==> src/rtl/muller_c_pkg.sv <==
// Shared constants and C-element update helper for the muller_c_proj user project.
package muller_c_pkg;

  localparam int unsigned NUM_PAIRS     = 3;
  localparam int unsigned IN_W          = 6;
  localparam logic        DEF_RESET_VAL = 1'b0;

  typedef enum logic [1:0] {
    C_HOLD  = 2'd0,
    C_CLEAR = 2'd1,
    C_SET   = 2'd2
  } c_action_e;

  // Unanimous inputs drive the output; any disagreement keeps the stored value.
  function automatic c_action_e c_action(input logic all_one, input logic all_zero);
    c_action_e act;
    act = C_HOLD;
    if (all_one) begin
      act = C_SET;
    end else if (all_zero) begin
      act = C_CLEAR;
    end
    return act;
  endfunction

endpackage

==> src/rtl/muller_c_proj_c_element.sv <==
// Clocked N-input Muller C-element: output follows unanimous inputs, otherwise holds.
module c_element
  import muller_c_pkg::*;
#(
  parameter int unsigned N         = 2,
  parameter logic        RESET_VAL = DEF_RESET_VAL
) (
  input  logic         clk,
  input  logic         rst,
  input  logic [N-1:0] in,
  output logic         out
);

  c_action_e act;
  logic      next_out;

  always_comb begin
    act      = c_action(&in, ~|in);
    next_out = out;
    case (act)
      C_SET:   next_out = 1'b1;
      C_CLEAR: next_out = 1'b0;
      default: next_out = out;
    endcase
  end

  always_ff @(posedge clk) begin
    if (rst) begin
      out <= RESET_VAL;
    end else begin
      out <= next_out;
    end
  end

endmodule

==> src/rtl/muller_c_proj.sv <==
// Three pairwise and one six-input clocked C-elements, with disagreement flag and rise counter.
module muller_c_proj
  import muller_c_pkg::*;
#(
  parameter logic        RESET_VAL = DEF_RESET_VAL,
  parameter int unsigned CNT_W     = 8
) (
  input  logic                 clk,
  input  logic                 rst,
  input  logic [IN_W-1:0]      io_in,
  output logic [NUM_PAIRS-1:0] c_pair,
  output logic                 c_all,
  output logic                 holding,
  output logic [CNT_W-1:0]     rise_cnt
);

  logic rise;

  for (genvar k = 0; k < NUM_PAIRS; k++) begin : g_pair
    c_element #(
      .N        (2),
      .RESET_VAL(RESET_VAL)
    ) u_pair (
      .clk(clk),
      .rst(rst),
      .in (io_in[2*k+1 -: 2]),
      .out(c_pair[k])
    );
  end

  c_element #(
    .N        (IN_W),
    .RESET_VAL(RESET_VAL)
  ) u_all (
    .clk(clk),
    .rst(rst),
    .in (io_in),
    .out(c_all)
  );

  always_comb begin
    holding = ~(&io_in) & (|io_in);
    // c_all can only become 1 from 0 when every input is 1 this edge.
    rise    = ~c_all & (&io_in);
  end

  always_ff @(posedge clk) begin
    if (rst) begin
      rise_cnt <= '0;
    end else if (rise) begin
      rise_cnt <= rise_cnt + 1'b1;
    end
  end

  a_hold_stable: assert property (@(posedge clk) (holding && !rst) |=> (c_all == $past(c_all)));

  c_rise_fall: cover property (@(posedge clk) disable iff (rst) $fell(c_all));

endmodule

==> config.mk <==
export PLATFORM = sky130hd
export DESIGN_NAME = muller_c_proj
export DESIGN_NICKNAME = d
export VERILOG_FILES = /design/src/rtl/muller_c_pkg.sv /design/src/rtl/muller_c_proj_c_element.sv /design/src/rtl/muller_c_proj.sv
export SDC_FILE = /design/constraint.sdc
export NUM_CORES = 1
export LEC_CHECK = 0
export BUFFER_PORTS_ARGS = -buffer_cell sky130_fd_sc_hd__buf_2
export CORE_UTILIZATION = 47
export CTS_CLUSTER_DIAMETER = 80
export DETAILED_ROUTE_END_ITERATION = 8
export PLACE_DENSITY = 0.75
export SYNTH_ARGS = -nofsm -noshare
export SYNTH_HDL_FRONTEND = slang
export SYNTH_SLANG_ARGS = --single-unit
==> constraint.sdc <==
create_clock -name clk -period 2.7 [get_ports clk]
set_input_delay 0.27 -clock clk [delete_from_list [all_inputs] [get_ports clk]]
set_output_delay 0.27 -clock clk [all_outputs]
set_load 0.05 [all_outputs]
Yosys cells after proc, flatten, opt, wreduce, memory -nomap -nowiden

Cells that the tools add are included.

$add $sub $neg: 1
Eq/ne operators: 8
Muxes and demuxes: 12
Bitwise gates (word level): 4
Reductions and logical operators: 12

Operators with widths:

| kind                | number |
|---|---|
| $add 8x1->8 const B | 1 |
| $eq 2x1->1 const B  | 4 |
| $eq 2x2->1 const B  | 4 |
| $mux 2              | 4 |
| $pmux 1 s2          | 4 |
| $reduce_bool 2->1   | 4 |
| $reduce_and 2->1    | 3 |
| $reduce_and 6->1    | 1 |
| $reduce_or 2->1     | 3 |
| $reduce_or 6->1     | 1 |
| $mux 1              | 4 |
| $and 1x1->1         | 2 |
| $not 1->1           | 2 |

Register bits: 12
Output and inout bits: 13

Longest topological paths before layout

Depth after elaboration: 5
Mapped depth: 5

Modules after synthesis

A second synthesis with hierarchy kept.

Cells, all modules: 77
Area, all modules: 673.1 um^2

Modules (own cells, without submodules):

| module                           | times used | cells each | area an instance (um^2) |
|---|---|---|---|
| muller_c_proj                    | 1          | 50         | 436.7 |
| c_element (g_pair[0].u_pair ...) | 3          | 7          | 58.8 |
| c_element (u_all)                | 1          | 6          | 60.1 |

Worst setup path before layout

No wires, ideal clock.

Kind: input to output
Start point: input port io_in[2]
End point: output port holding
Arrival time: 1.382 ns
Setup slack: 1.048 ns
Stages on the path: 3
Cell sequence: ha_1 -> and3_1 -> nor2b_1

Cells in the longest elaborated chain, start to end: 3

Ends and longest elaborated chain:

| item             | line                | RTL |
|---|---|---|
| from (decl)      | muller_c_proj.sv:10 | `input logic [IN_W-1:0] io_in,` |
| $reduce_and 6->1 | muller_c_proj.sv:42 | `holding = ~(&io_in) & (\|io_in);` |
| $not 1->1        | muller_c_proj.sv:42 |  |
| $and 1x1->1 *    | muller_c_proj.sv:42 |  |
| to (decl)        | muller_c_proj.sv:13 | `output logic holding,` |

Mark *: on every way between the ends. The rest lies on a longest branch, timed or not.

Worst setup path after layout

Same ends and word-level chain as after synthesis.

==> metrics.log <==
INFO  metric outcome = finished, final reports clean
INFO  metric ys_types = 19
INFO  metric stdcell_count = 109
INFO  metric synth.yosys.seq_area_share = 36.9%
INFO  metric synth.avg_cell_area = 8.69 µm²
INFO  metric final_max_slew_viol_count = 0
INFO  metric timing.final.hold_violations = 0
INFO  metric final_core_utilization = 59.4%
INFO  metric critPathArrivalTime = 1180 ps
INFO  metric drt-initial-drc-count = 6
INFO  metric power-per-cell-area = 491 nW/µm²
INFO  metric rrSetupSlack = 1340 ps
INFO  metric async_flop_share = 0%
INFO  metric slew_headroom = 83.3%
INFO  metric cp-start-kind = primary input
INFO  metric ys_dominant_reg_cell = dfxtp_1
INFO  metric post_drt_wl_per_cell = 10.7 µm
INFO  metric post-cts-setup-buffer-count = 0
INFO  metric grt_use_total = 16.7%
INFO  metric routed-via-count = 563
INFO  metric finalSetupTns = 0 ps
INFO  metric detail_route.drc_violations = 0
INFO  metric final_worst_path_setup_slack = 1250 ps
INFO  metric final.hold.worst_slack = 320 ps
INFO  metric vias_cell = 5.17
INFO  metric drt-total-wl = 1.17 mm
INFO  metric hold_path_class = primary input to flip-flop
INFO  metric cellLeakagePower = 0.395 nW
INFO  metric fin_worst_skew = 1.94 ps
INFO  metric final_stage_net_count = 111
INFO  metric layout-drive-gt1-share = 26.6%
INFO  metric global_route_wire_length_before_repair = 1.71 mm
INFO  metric preCtsSetupSlack = 1140 ps
INFO  metric synth_commonest_cells = 12 x dfxtp_1, 10 x a21oi_1, 9 x nor2_1
INFO  metric post_route_fraction_of_the_period_consumed_by_the_critical_path = 53.8%
INFO  metric postPlaceCellArea = 737 µm²
INFO  metric grt_pass1_vias = 409
INFO  metric coreArea = 1300 µm²
INFO  metric die_height = 39.2 µm
INFO  metric stdcell_area = 773 µm²
INFO  metric antenna_violations_before_repair = 0
INFO  metric cts_max_level = 1
INFO  metric num_io_pins = 21
INFO  metric drt.antenna.violating_nets = 0
INFO  metric buffer_ports.inserted = 20
INFO  metric place.detailed.hpwl = 854 µm
INFO  metric max-clock-path-buffers = 2
INFO  metric placedCellCount = 105
INFO  metric place_congestion = 0.756
INFO  metric clock_insertion_delay_worst_skew = 270 ps
INFO  metric postSynthCellCount = 75
INFO  metric pin_count_of_the_biggest_net_entering_global_routing = 15
INFO  metric vdd_ir_drop_max = 0.290 mV
INFO  metric numClockSinks = 12
INFO  metric final.min_clock_period = 1450 ps
INFO  metric synth_seq_cells = 12
INFO  metric drt-pass1-iter-count = 2
INFO  metric library_cell_occupying_the_most_area_in_the_post_synthesis_netlist = dfxtp_1
INFO  metric worst_setup_path_end_kind = primary output
INFO  metric tritoncts = done
INFO  metric timing.setup.critical_path_class = primary input to primary output
INFO  metric timing.critical_path.required = 2430 ps
INFO  metric antenna_cells = 0
INFO  metric synth_warnings = 0
INFO  metric drv.max_cap_violation_count = 0
INFO  metric cts_made_buffers = 3
INFO  metric ctsResizeCount = 0
INFO  metric number_of_inserted_filler_cells_in_the_final_layout = 133
INFO  metric synth.cell_area = 652 µm²
INFO  metric critical_path.max_fanout = 2
INFO  metric grt_setup_unrepaired = no
INFO  metric count_of_flip_flops_with_a_built_in_enable_after_synthesis = 0
INFO  metric clk_pin_slew = 80 ps
INFO  metric num_rows = 13
INFO  metric initial_core_util = 50.1%
INFO  metric area_growth_syn_to_layout = 18.6%
INFO  metric cts_root_buf = clkbuf_4
INFO  metric setup_viol_count_final = 0
INFO  metric synthMostInstantiatedCell = dfxtp_1
INFO  metric largest_cells_by_area_after_synthesis = dfxtp_1 37%, ha_1 15%, a21oi_1 7.7%
INFO  metric die_area = 1540 µm²
INFO  metric dieWidth = 39.2 µm
INFO  metric report.power.total = 0.380 mW
INFO  metric post_cts_hold_buffer_count = 0
INFO  metric mappedNetlistNets = 91
INFO  metric grt-ovfl-total = 0
INFO  metric achievable_freq = 0.688 GHz
INFO  metric tightest_slew = 252 ps
INFO  metric netlist.area_leader.share = 36.9%
-- worst max-delay path: stages --
cell     delay (ps)
buf_2           110
ha_1            230
and3_1          200
nor2b_1         110
buf_2           270
-- path summary, 6_finish.rpt --
path / start / end / depth (start not counted)
setup reg to reg: u_all.out / rise_cnt[6] / 3
setup / recovery: io_in[2] / holding / 5
hold reg to reg: rise_cnt[7] / rise_cnt[7] / 2
hold / removal: rst / rise_cnt[0] / 2
-- cell type report --
type	count	area (µm²)	share of cell area [%]
tap	15	18.8	2.43
multi-input combinational	51	352	45.5
sequential	12	240	31.1
inverter	7	26.3	3.40
clock buffer	4	36.3	4.69
timing repair buffer	20	100	12.9
-- registers in the layout, indices dropped and copies added, names as in the netlist --
register           count
g_pair.u_pair.out      3
rise_cnt               8
u_all.out              1
-- cells by family after synthesis --
group                    after synthesis  share of synthesized area, %
flip-flops                            12                          36.9
AO/OA/AOI/OAI                         16                          13.4
adder cells (fa/ha/maj)                8                          15.4
buffers and inverters                 12                          9.21
AND/OR/NAND/NOR                       25                          22.3
XOR/XNOR                               1                          1.34
multiplexers                           1                          1.54
-- routing by layer --
layer	vias up	share of wire, %	GRT usage (%)
met5	-	0	0
met4	0	0.86	7.76
met3	2	4.2	5.20
met2	11	44	22.5
met1	254	51	23.5
li1	296	-	-
-- power breakdown --
group | switching, mW | internal [mW]
Combinational | 0.0353 | 0.0162
Sequential | 0.00202 | 0.181
Clock | 0.0631 | 0.0819
Total | 0.100 | 0.279
-- cell usage in the layout, fill, tap and decap left out, types with 4 or more instances in the layout --
master / instances
dfxtp_1: 12
ha_1: 8
a21oi_1: 10
buf_2: 20
inv_1: 7
nand3_1: 4
nor2_1: 9
No activity file was read; power rests on OpenSTA's default activity.
